<file path="config.mk">
export PLATFORM = sky130hd
export DESIGN_NAME = fetch_unit_flat
export DESIGN_NICKNAME = d
export VERILOG_FILES = /design/src/rtl/fetch_unit_if.sv /design/src/rtl/fetch_unit.sv /design/src/flat_wrapper.sv
export SDC_FILE = /design/constraint.sdc
export NUM_CORES = 1
export LEC_CHECK = 0
export CAP_MARGIN = 25
export CORE_UTILIZATION = 51
export CTS_CLUSTER_SIZE = 12
export DETAILED_ROUTE_END_ITERATION = 8
export GPL_TIMING_DRIVEN = 0
export MAX_ROUTING_LAYER = met4
export PLACE_DENSITY_LB_ADDON = 0.05
export SYNTH_ARGS = -nofsm -noshare
export SYNTH_HDL_FRONTEND = slang
export SYNTH_SLANG_ARGS = --single-unit
</file>
<file path="constraint.sdc">
create_clock -name clk -period 2.7 [get_ports clk]
set_clock_uncertainty 0.05 [all_clocks]
set_input_delay 0.405 -clock clk [delete_from_list [all_inputs] [get_ports clk]]
set_output_delay 0.405 -clock clk [all_outputs]
set_load 0.03 [all_outputs]
</file>
<file path="src/rtl/fetch_unit_if.sv">
// Fetch front-end bus: core redirect, instruction memory port
// and the decode-side valid/ready instruction stream.
interface fetch_unit_if;
  logic        redirect_valid;
  logic [31:0] redirect_pc;
  logic        imem_req_valid;
  logic [31:0] imem_req_addr;
  logic        imem_req_ready;
  logic        imem_rsp_valid;
  logic [31:0] imem_rsp_data;
  logic        inst_valid;
  logic [31:0] inst_data;
  logic [31:0] inst_pc;
  logic        inst_ready;
  logic        fsm_err;

  modport master (
    input  redirect_valid,
    input  redirect_pc,
    output imem_req_valid,
    output imem_req_addr,
    input  imem_req_ready,
    input  imem_rsp_valid,
    input  imem_rsp_data,
    output inst_valid,
    output inst_data,
    output inst_pc,
    input  inst_ready,
    output fsm_err
  );

  modport slave (
    output redirect_valid,
    output redirect_pc,
    input  imem_req_valid,
    input  imem_req_addr,
    output imem_req_ready,
    output imem_rsp_valid,
    output imem_rsp_data,
    input  inst_valid,
    input  inst_data,
    input  inst_pc,
    output inst_ready,
    input  fsm_err
  );
endinterface

</file>
<file path="src/rtl/fetch_unit.sv">
// RV32 instruction fetch: one outstanding word read at a time,
// responses buffered in a small FIFO toward decode.
module fetch_unit #(
  parameter int unsigned DEPTH    = 4,
  parameter logic [31:0] RESET_PC = 32'h0
) (
  input logic          clk,
  input logic          rst_n,
  fetch_unit_if.master bus
);
  localparam int unsigned AW = $clog2(DEPTH);
  localparam logic [AW:0] FULL = (AW+1)'(DEPTH);
  localparam logic [AW:0] CNT_ONE = 1;
  localparam logic [AW-1:0] PTR_ONE = 1;

  typedef enum logic [2:0] {
    IDLE = 3'd0,
    REQ  = 3'd1,
    WAIT = 3'd2,
    DROP = 3'd3
  } state_e;

  typedef struct packed {
    logic [31:0] pc;
    logic [31:0] data;
  } entry_t;

  logic [2:0]    state_q;
  logic [31:0]   fetch_pc_q;
  logic [31:0]   req_pc_q;
  logic          fsm_err_q;
  entry_t        mem_q [DEPTH];
  logic [AW-1:0] wr_q;
  logic [AW-1:0] rd_q;
  logic [AW:0]   cnt_q;
  logic [AW:0]   cnt_d;
  logic          redir;
  logic          rsp;
  logic          hs;
  logic          push;
  logic          pop;
  logic          head_valid;

  assign redir      = bus.redirect_valid;
  assign rsp        = bus.imem_rsp_valid;
  assign hs         = (state_q == REQ) && bus.imem_req_ready;
  assign push       = (state_q == WAIT) && rsp && !redir;
  assign head_valid = (cnt_q != '0);
  assign pop        = head_valid && bus.inst_ready;

  // Occupancy after this cycle's push/pop, ignoring a flush.
  always_comb begin
    cnt_d = cnt_q;
    case ({push, pop})
      2'b10:   cnt_d = cnt_q + CNT_ONE;
      2'b01:   cnt_d = cnt_q - CNT_ONE;
      default: cnt_d = cnt_q;
    endcase
  end

  always_ff @(posedge clk or negedge rst_n) begin
    if (!rst_n) begin
      state_q    <= IDLE;
      fetch_pc_q <= RESET_PC;
      req_pc_q   <= RESET_PC;
      fsm_err_q  <= 1'b0;
    end else begin
      fsm_err_q <= 1'b0;
      case (state_q)
        IDLE: begin
          if (redir || (cnt_q < FULL)) state_q <= REQ;
        end
        REQ: begin
          if (hs) state_q <= redir ? DROP : WAIT;
        end
        WAIT: begin
          if (redir) begin
            state_q <= rsp ? REQ : DROP;
          end else if (rsp) begin
            state_q <= (cnt_d < FULL) ? REQ : IDLE;
          end
        end
        DROP: begin
          if (rsp) state_q <= REQ;
        end
        default: begin
          state_q   <= IDLE;
          fsm_err_q <= 1'b1;
        end
      endcase
      if (hs) req_pc_q <= fetch_pc_q;
      if (redir) begin
        fetch_pc_q <= bus.redirect_pc;
      end else if (hs) begin
        fetch_pc_q <= fetch_pc_q + 32'd4;
      end
    end
  end

  // A redirect flushes everything, including a same-cycle pop.
  always_ff @(posedge clk or negedge rst_n) begin
    if (!rst_n) begin
      for (int i = 0; i < int'(DEPTH); i++) mem_q[i] <= '0;
      wr_q  <= '0;
      rd_q  <= '0;
      cnt_q <= '0;
    end else if (redir) begin
      wr_q  <= '0;
      rd_q  <= '0;
      cnt_q <= '0;
    end else begin
      if (push) begin
        mem_q[wr_q] <= '{pc: req_pc_q, data: bus.imem_rsp_data};
        wr_q        <= wr_q + PTR_ONE;
      end
      if (pop) rd_q <= rd_q + PTR_ONE;
      cnt_q <= cnt_d;
    end
  end

  assign bus.imem_req_valid = (state_q == REQ);
  assign bus.imem_req_addr  = fetch_pc_q;
  assign bus.inst_valid     = head_valid;
  assign bus.inst_data      = mem_q[rd_q].data;
  assign bus.inst_pc        = mem_q[rd_q].pc;
  assign bus.fsm_err        = fsm_err_q;
endmodule
</file>
<file path="src/flat_wrapper.sv">
// flat-port wrapper written by rule: the top's interface ports become plain ports
module fetch_unit_flat 
#(
  parameter int unsigned DEPTH    = 4,
  parameter logic [31:0] RESET_PC = 32'h0
)
  (clk, rst_n, bus_redirect_valid, bus_redirect_pc, bus_imem_req_valid, bus_imem_req_addr, bus_imem_req_ready, bus_imem_rsp_valid, bus_imem_rsp_data, bus_inst_valid, bus_inst_data, bus_inst_pc, bus_inst_ready, bus_fsm_err);
  fetch_unit_if bus_i ();
  input logic clk;
  input logic rst_n;
  input wire logic [$bits(bus_i.redirect_valid)-1:0] bus_redirect_valid;
  input wire logic [$bits(bus_i.redirect_pc)-1:0] bus_redirect_pc;
  output wire logic [$bits(bus_i.imem_req_valid)-1:0] bus_imem_req_valid;
  output wire logic [$bits(bus_i.imem_req_addr)-1:0] bus_imem_req_addr;
  input wire logic [$bits(bus_i.imem_req_ready)-1:0] bus_imem_req_ready;
  input wire logic [$bits(bus_i.imem_rsp_valid)-1:0] bus_imem_rsp_valid;
  input wire logic [$bits(bus_i.imem_rsp_data)-1:0] bus_imem_rsp_data;
  output wire logic [$bits(bus_i.inst_valid)-1:0] bus_inst_valid;
  output wire logic [$bits(bus_i.inst_data)-1:0] bus_inst_data;
  output wire logic [$bits(bus_i.inst_pc)-1:0] bus_inst_pc;
  input wire logic [$bits(bus_i.inst_ready)-1:0] bus_inst_ready;
  output wire logic [$bits(bus_i.fsm_err)-1:0] bus_fsm_err;
  assign bus_i.redirect_valid = bus_redirect_valid;
  assign bus_i.redirect_pc = bus_redirect_pc;
  assign bus_imem_req_valid = bus_i.imem_req_valid;
  assign bus_imem_req_addr = bus_i.imem_req_addr;
  assign bus_i.imem_req_ready = bus_imem_req_ready;
  assign bus_i.imem_rsp_valid = bus_imem_rsp_valid;
  assign bus_i.imem_rsp_data = bus_imem_rsp_data;
  assign bus_inst_valid = bus_i.inst_valid;
  assign bus_inst_data = bus_i.inst_data;
  assign bus_inst_pc = bus_i.inst_pc;
  assign bus_i.inst_ready = bus_inst_ready;
  assign bus_fsm_err = bus_i.fsm_err;
  fetch_unit #(.DEPTH(DEPTH), .RESET_PC(RESET_PC)) u_core (.clk(clk), .rst_n(rst_n), .bus(bus_i));
endmodule
</file>
Yosys cells after proc, flatten, opt, wreduce, memory -nomap -nowiden
Cells that the tools add are included.
Operators by class
  add/subtract/negate cells: 5
  bitwise logic cells: 3
  equal/unequal tests: 9
  magnitude comparators: 5
  muxes and demuxes: 24
  reductions and logical operators: 15
Operators with widths (count)
  $bwmux 256: 1
  $mux 64: 3
  $bmux 64 s2: 1
  $demux 64 s2: 1
  $mux 32: 2
  $add 32x3->32 const B: 1
  $mux 3: 6
  $pmux 3 s4: 1
  $mux 2: 5
  $eq 3x2->1 const B: 2
  $ge 3x3->1 const B: 2
  $lt 3x3->1 const B: 2
  $not 2->3: 2
  $pmux 3 s2: 1
  $reduce_bool 2->1: 3
  $logic_and 1x1->1: 5
  $add 2x1->2 const B: 2
  $ne 2x1->1 const B: 2
  $reduce_and 4->1: 1
  $reduce_or 4->1: 1
  $add 3x1->3 const B: 1
  $eq 3x1->1 const B: 1
  $logic_not 3->1: 1
  $lt 3x1->1 const B: 1
  11 further kinds: 13
Storage, ports and cells
  register bits after elaboration: 331
  output and inout port bits: 99
  bits of input ports: 70
  logic and storage cells: 76

Logic depth before layout (Yosys ltp)
  word-level depth: 10
  depth in mapped cells: 12
  gate-level depth less buffers: 12

Worst setup path before layout
Ideal clock, no wire load.
  path type: register to register
  from: reg u_core.state_q[0]
  to: reg u_core.state_q[0]
  library setup time: 87 ps
  arrival: 2521 ps
  path slack: 42 ps
  path buffers: 0
  required time: 2563 ps
  cell stages (with the launch flop): 13
  period minus slack after synthesis: 2658 ps
  cell sequence: dfrtp_1 -> inv_1 -> ha_1 -> nand2_1 -> nor2_1 -> inv_1 -> ha_1 -> xor2_1 -> ha_1 -> a21oi_1 -> mux2i_1 -> mux2_2 -> o211ai_1
Between the ends
  word-level cells in the longest chain between the ends: 10
  elaborated cells between the ends (all ways): 20
  those cells by class: order compare (1); eq/ne (9); mux (5); reduce/logical (5)
Ends and longest elaborated chain
  start: declaration: line fetch_unit.sv:28  | logic [2:0] state_q;
  start signal: assignment: line fetch_unit.sv:74  | if (hs) state_q <= redir ? DROP : WAIT;
  start signal: assignment: line fetch_unit.sv:78  | state_q <= rsp ? REQ : DROP;
  start signal: assignment: line fetch_unit.sv:80  | state_q <= (cnt_d < FULL) ? REQ : IDLE;
  $eq 3x2->1: line fetch_unit.sv:47, fetch_unit.sv:69
  $logic_and 1x1->1 (2 in a row): line fetch_unit.sv:47  | assign push = (state_q == WAIT) && rsp && !redir;
  $eq 2x1->1 / $eq 2x2->1 (equally long branches): line fetch_unit.sv:54  | case ({push, pop})
  $pmux 3 s2: line fetch_unit.sv:54
  $lt 3x3->1: line fetch_unit.sv:80
  $mux 1: line fetch_unit.sv:80
  $mux 3: line fetch_unit.sv:79  | end else if (rsp) begin
  $mux 3: line fetch_unit.sv:77  | if (redir) begin
  $pmux 3 s4: line fetch_unit.sv:69  | case (state_q)
Several ways; a longest one is shown, not always the timed one. The select of a mux whose other input is x is not followed.
A chain may end at the register's enable or synchronous reset.

Worst setup path after layout
  from: reg u_core.rd_q[0]
  to: out bus_inst_data[28]
Between the ends
  word-level cells in the longest chain between the ends: 4
Ends and longest elaborated chain
  start: declaration: line fetch_unit.sv:34  | logic [AW-1:0] rd_q;
  start signal: assignment: line fetch_unit.sv:116  | if (pop) rd_q <= rd_q + PTR_ONE;
  $not 2->3 (not written as such): line fetch_unit.sv:124  | assign bus.inst_data = mem_q[rd_q].data;
  $bmux 64 s2: line fetch_unit.sv:124
  $mux 64 (not written as such) (2 in a row): line fetch_unit.sv:124
  end: declaration: line flat_wrapper.sv:19  | output wire logic [$bits(bus_i.inst_data)-1:0] bus_inst_data;
No other way between the ends. The select of a mux whose other input is x is not followed.

==> run_results.csv <==
group,metric,value,unit
power_and_ir_drop,p_per_area,899.3,nW/µm²
power_and_ir_drop,max-vdd-ir-drop,428.2,µV
yosys,synthFlopType,"dfrtp_1",
yosys,synth_area_per_cell,14.14,µm²
routing,drt_wl_total,32.47,mm
sta,finalHoldViolations,0,
sta,worstMarginPinSlew,751.0,ps
setup_path,crit_arrival,2160,ps
yosys,ys_warn_count,0,
placed_design,portBuffers,168,
yosys,synth.net_count,1121,
yosys,synth.distinct_cells,45,
routing,m1WireLength,15.37,mm
setup_path,path_max_fanout,10,
final_layout,finalNetCount,1338,
power_and_ir_drop,power.leakage,8.472,nW
final_layout,diodes,0,
clocking,cts.reportedPaths.clkPinSlew,50,ps
sta,period_minus_slack,2613,ps
routing,vias,9299,
setup_path,crit_start,"u_core.rd_q[0]",
clocking,numCtsBuffers,37,
floorplan,die_h,171.6,µm
routing,drtPass1Iterations,4,
power_and_ir_drop,totalPowerFinal,16.34,mW
sta,fmax,0.3827,GHz
clocking,tritoncts,"built",
floorplan,rows,61,
sta,fin_crit_sh,96.79,%
routing,drc,0,
routing,vias_per_cell,5.619,
sta,rsz0062_at_grt,"true",
sta,finalMaxSlewViolations,0,
final_layout,finalCoreUtilization,64.86,%
clocking,clkLatencyLatePin,510,ps
global_routing,grt_overflow,0,
clocking,clock_path_buffers,3,
floorplan,ios,169,
yosys,ys_ff_latch,330,
setup_path,path_cells,"buf_12, buf_8, mux4_2, clkdlybuf4s15_1",
routing,dr_wl_met2,15.11,mm
routing,ant_nets,0,
global_routing,grt_pass1_vias,9447,
min_path,hold_class,"primary input to flip-flop",
clocking,clock-root-buffer,"clkbuf_16",
placed_design,post-dp-hpwl,21.37,mm
global_routing,grt_max_degree,123,
yosys,synthCells,1037,
floorplan,chipWidth,171.6,µm
final_layout,fillers,2149,
final_layout,fin_area,18170,µm²
global_routing,grt_pass1_wl,52.52,mm
floorplan,dieArea,29440,µm²
routing,drtIter0Drc,576,
yosys,yosysSeqAreaShare,56.30,%
placed_design,gp_congestion,0.8654,
yosys,synthArstFlopShare,100.0,%
setup_path,cp_data_required_time,2250,ps
setup_path,reg2reg_from,"u_core.state_q[0]",
run,max_cap_viol_count,0,
sta,slew_headroom,49.93,%
setup_path,cp-start-kind,"flip-flop",
floorplan,core_area,28010,µm²
placed_design,place_area,16880,µm²
outcome,status,"complete, no violations",
yosys,synth_area,14670,µm²
setup_path,slowest_delay,510,ps
final_layout,area_growth,23.87,%
yosys,synth_edf_count,0,
setup_path,crit_path_top_delay_cell,"mux4_2",
routing,wl_per_cell,19.62,µm
sta,setup_violations,0,
final_layout,final_layout_size_suffix_gt1_share,36.57,%
global_routing,grt_usage,23.95,%
clocking,ctsHtreeMaxLevel,2,
setup_path,crit_type,"flip-flop to output pin",
min_path,hp-start,"bus_redirect_pc[8]",
global_routing,grt_antenna_before_repair,0,
floorplan,start_util,52.36,%
clocking,cts.sinks,330,
routing,dr_wl_met3,1.468,mm
setup_path,end_kind,"output pin",
routing,dr.max_layer_used,"met4",
-- cells by family (layout without fill, tap and decap cells) --
| family | count (synthesis) | count (layout) | share of synthesized area, % |
|---|---|---|---|
| flops | 330 | 330 | 56.30 |
| mux | 325 | 325 | 29.85 |
| simple gates | 217 | 217 | 6.842 |
| buf+inv | 71 | 311 | 2.201 |
| compound gates | 64 | 64 | 2.687 |
| xor+xnor | 15 | 15 | 0.8958 |
| fa+ha+maj | 14 | 14 | 1.194 |
| other cells | 1 | 1 | 0.02557 |
-- power breakdown --
group / switching, mW / internal, mW / total (mW)
registers: 0.813 / 6.09 / 6.90
clock network: 1.89 / 3.08 / 4.98
logic: 2.36 / 2.09 / 4.46
total: 5.07 / 11.3 / 16.3
-- layer usage --
metal  vias up  global-route usage [%]
li1       4208                       -
met1      4802                   34.11
met2       247                   36.68
met3        42                   3.290
met4         0                   5.551
met5         -                       -
-- worst paths after layout --
check                                              end  slack (ps)  cells past startpoint
setup / recovery                     bus_inst_data[28]          90                      4
hold / removal             u_core.bus.imem_req_addr[8]         410                      3
setup reg to reg                     u_core.mem_q[248]         120                      8
hold reg to reg                      u_core.mem_q[102]         450                      1
max in group asynchronous              u_core.mem_q[1]        1060                      3
min in group asynchronous            u_core.mem_q[218]         460                      2
-- metrics by stage --
stage | std cells | setup WS, ps | hold WS, ps | TNS (ps)
after floorplan | 1037 | 42.04 | 59.41 | 0
after global placement | 1583 | -13420 | 431.7 | -4540210
after detailed placement | 1585 | -579.0 | 437.2 | -131600
after CTS | 1650 | 2.340 | 395.4 | 0
after global routing | 1655 | -26.78 | 423.0 | -283.2
final | 1655 | 86.67 | 408.7 | 0
-- cell usage in the layout (no fill, tap or decap), types with 7 or more instances in the layout --
| master | Yosys | layout |
|---|---|---|
| inv_1 | 11 | 9 |
| dfrtp_1 | 330 | 330 |
| mux2_2 | 259 | 258 |
| nand3_1 | 13 | 13 |
| dlygate4sd2_1 | 0 | 28 |
| nand4_1 | 9 | 9 |
| a31oi_1 | 19 | 19 |
| clkdlybuf4s15_2 | 0 | 11 |
| xor2_1 | 8 | 8 |
| o21ai_0 | 21 | 21 |
| nor2_1 | 29 | 28 |
| clkdlybuf4s50_1 | 0 | 103 |
| clkbuf_1 | 38 | 30 |
| xnor2_1 | 7 | 7 |
| mux4_2 | 64 | 64 |
| nand2_1 | 121 | 120 |
| clkbuf_16 | 0 | 39 |
| buf_4 | 0 | 12 |
| ha_1 | 14 | 11 |
| or4_1 | 14 | 14 |
| clkbuf_2 | 0 | 36 |
| o31ai_1 | 12 | 12 |
| clkbuf_8 | 2 | 8 |
-- timing repair --
action,in CTS,in global routing
gates resized for setup,137,81
pin swaps,1,1
hold buffers,1,0
setup endpoints to repair,284,174
hold endpoints to repair,95,0
setup buffers,2,5
-- registers in the layout (all words and copies together), names as in the netlist --
register	flops
u_core.mem_q	256
u_core.bus.imem_req_addr	32
u_core.req_pc_q	32
u_core.cnt_q	3
u_core.rd_q	2
u_core.state_q	2
u_core.wr_q	2
u_core.bus.fsm_err	1
-- cells in the mapped netlist, types with 2 or more instances --
master	count	area (µm²)
o21ai_0	21	105.1
or3_1	6	37.54
xnor2_1	7	61.31
or4_1	14	105.1
o31ai_1	12	90.09
inv_1	11	41.29
nor2b_1	4	25.02
clkbuf_1	38	142.6
a31oi_1	19	118.9
nor3_1	4	20.02
buf_1	8	30.03
nand2_1	121	454.2
and3_1	4	25.02
a21oi_1	6	30.03
nand4_1	9	56.30
buf_2	7	35.03
mux2i_1	2	20.02
mux2_2	259	2917
ha_1	14	175.2
and4_1	3	26.28
clkbuf_8	2	27.53
dfrtp_1	330	8258
xor2_1	8	70.07
nor4_1	2	12.51
nand3_1	13	65.06
buf_6	3	33.78
mux4_2	64	1441
nor2_1	29	108.9
-- layout make-up --
type	instances	area [µm²]	share of cell area, %
sequential	330	8258	45.45
multi-input combinational	636	6122	33.70
timing repair buffer	178	1678	9.236
clock buffer	57	1104	6.074
tap	378	473.0	2.603
buffer	59	384.1	2.114
clock inverter	5	103.9	0.5716
inverter	12	45.04	0.2479
-- worst max-delay path: cells and delay by family, from the launching register on --
kind	cells	cell delay [ps]
buffers and inverters	3	730
muxes	1	510
DFF	1	410
Power figures use the tool's default switching activity.
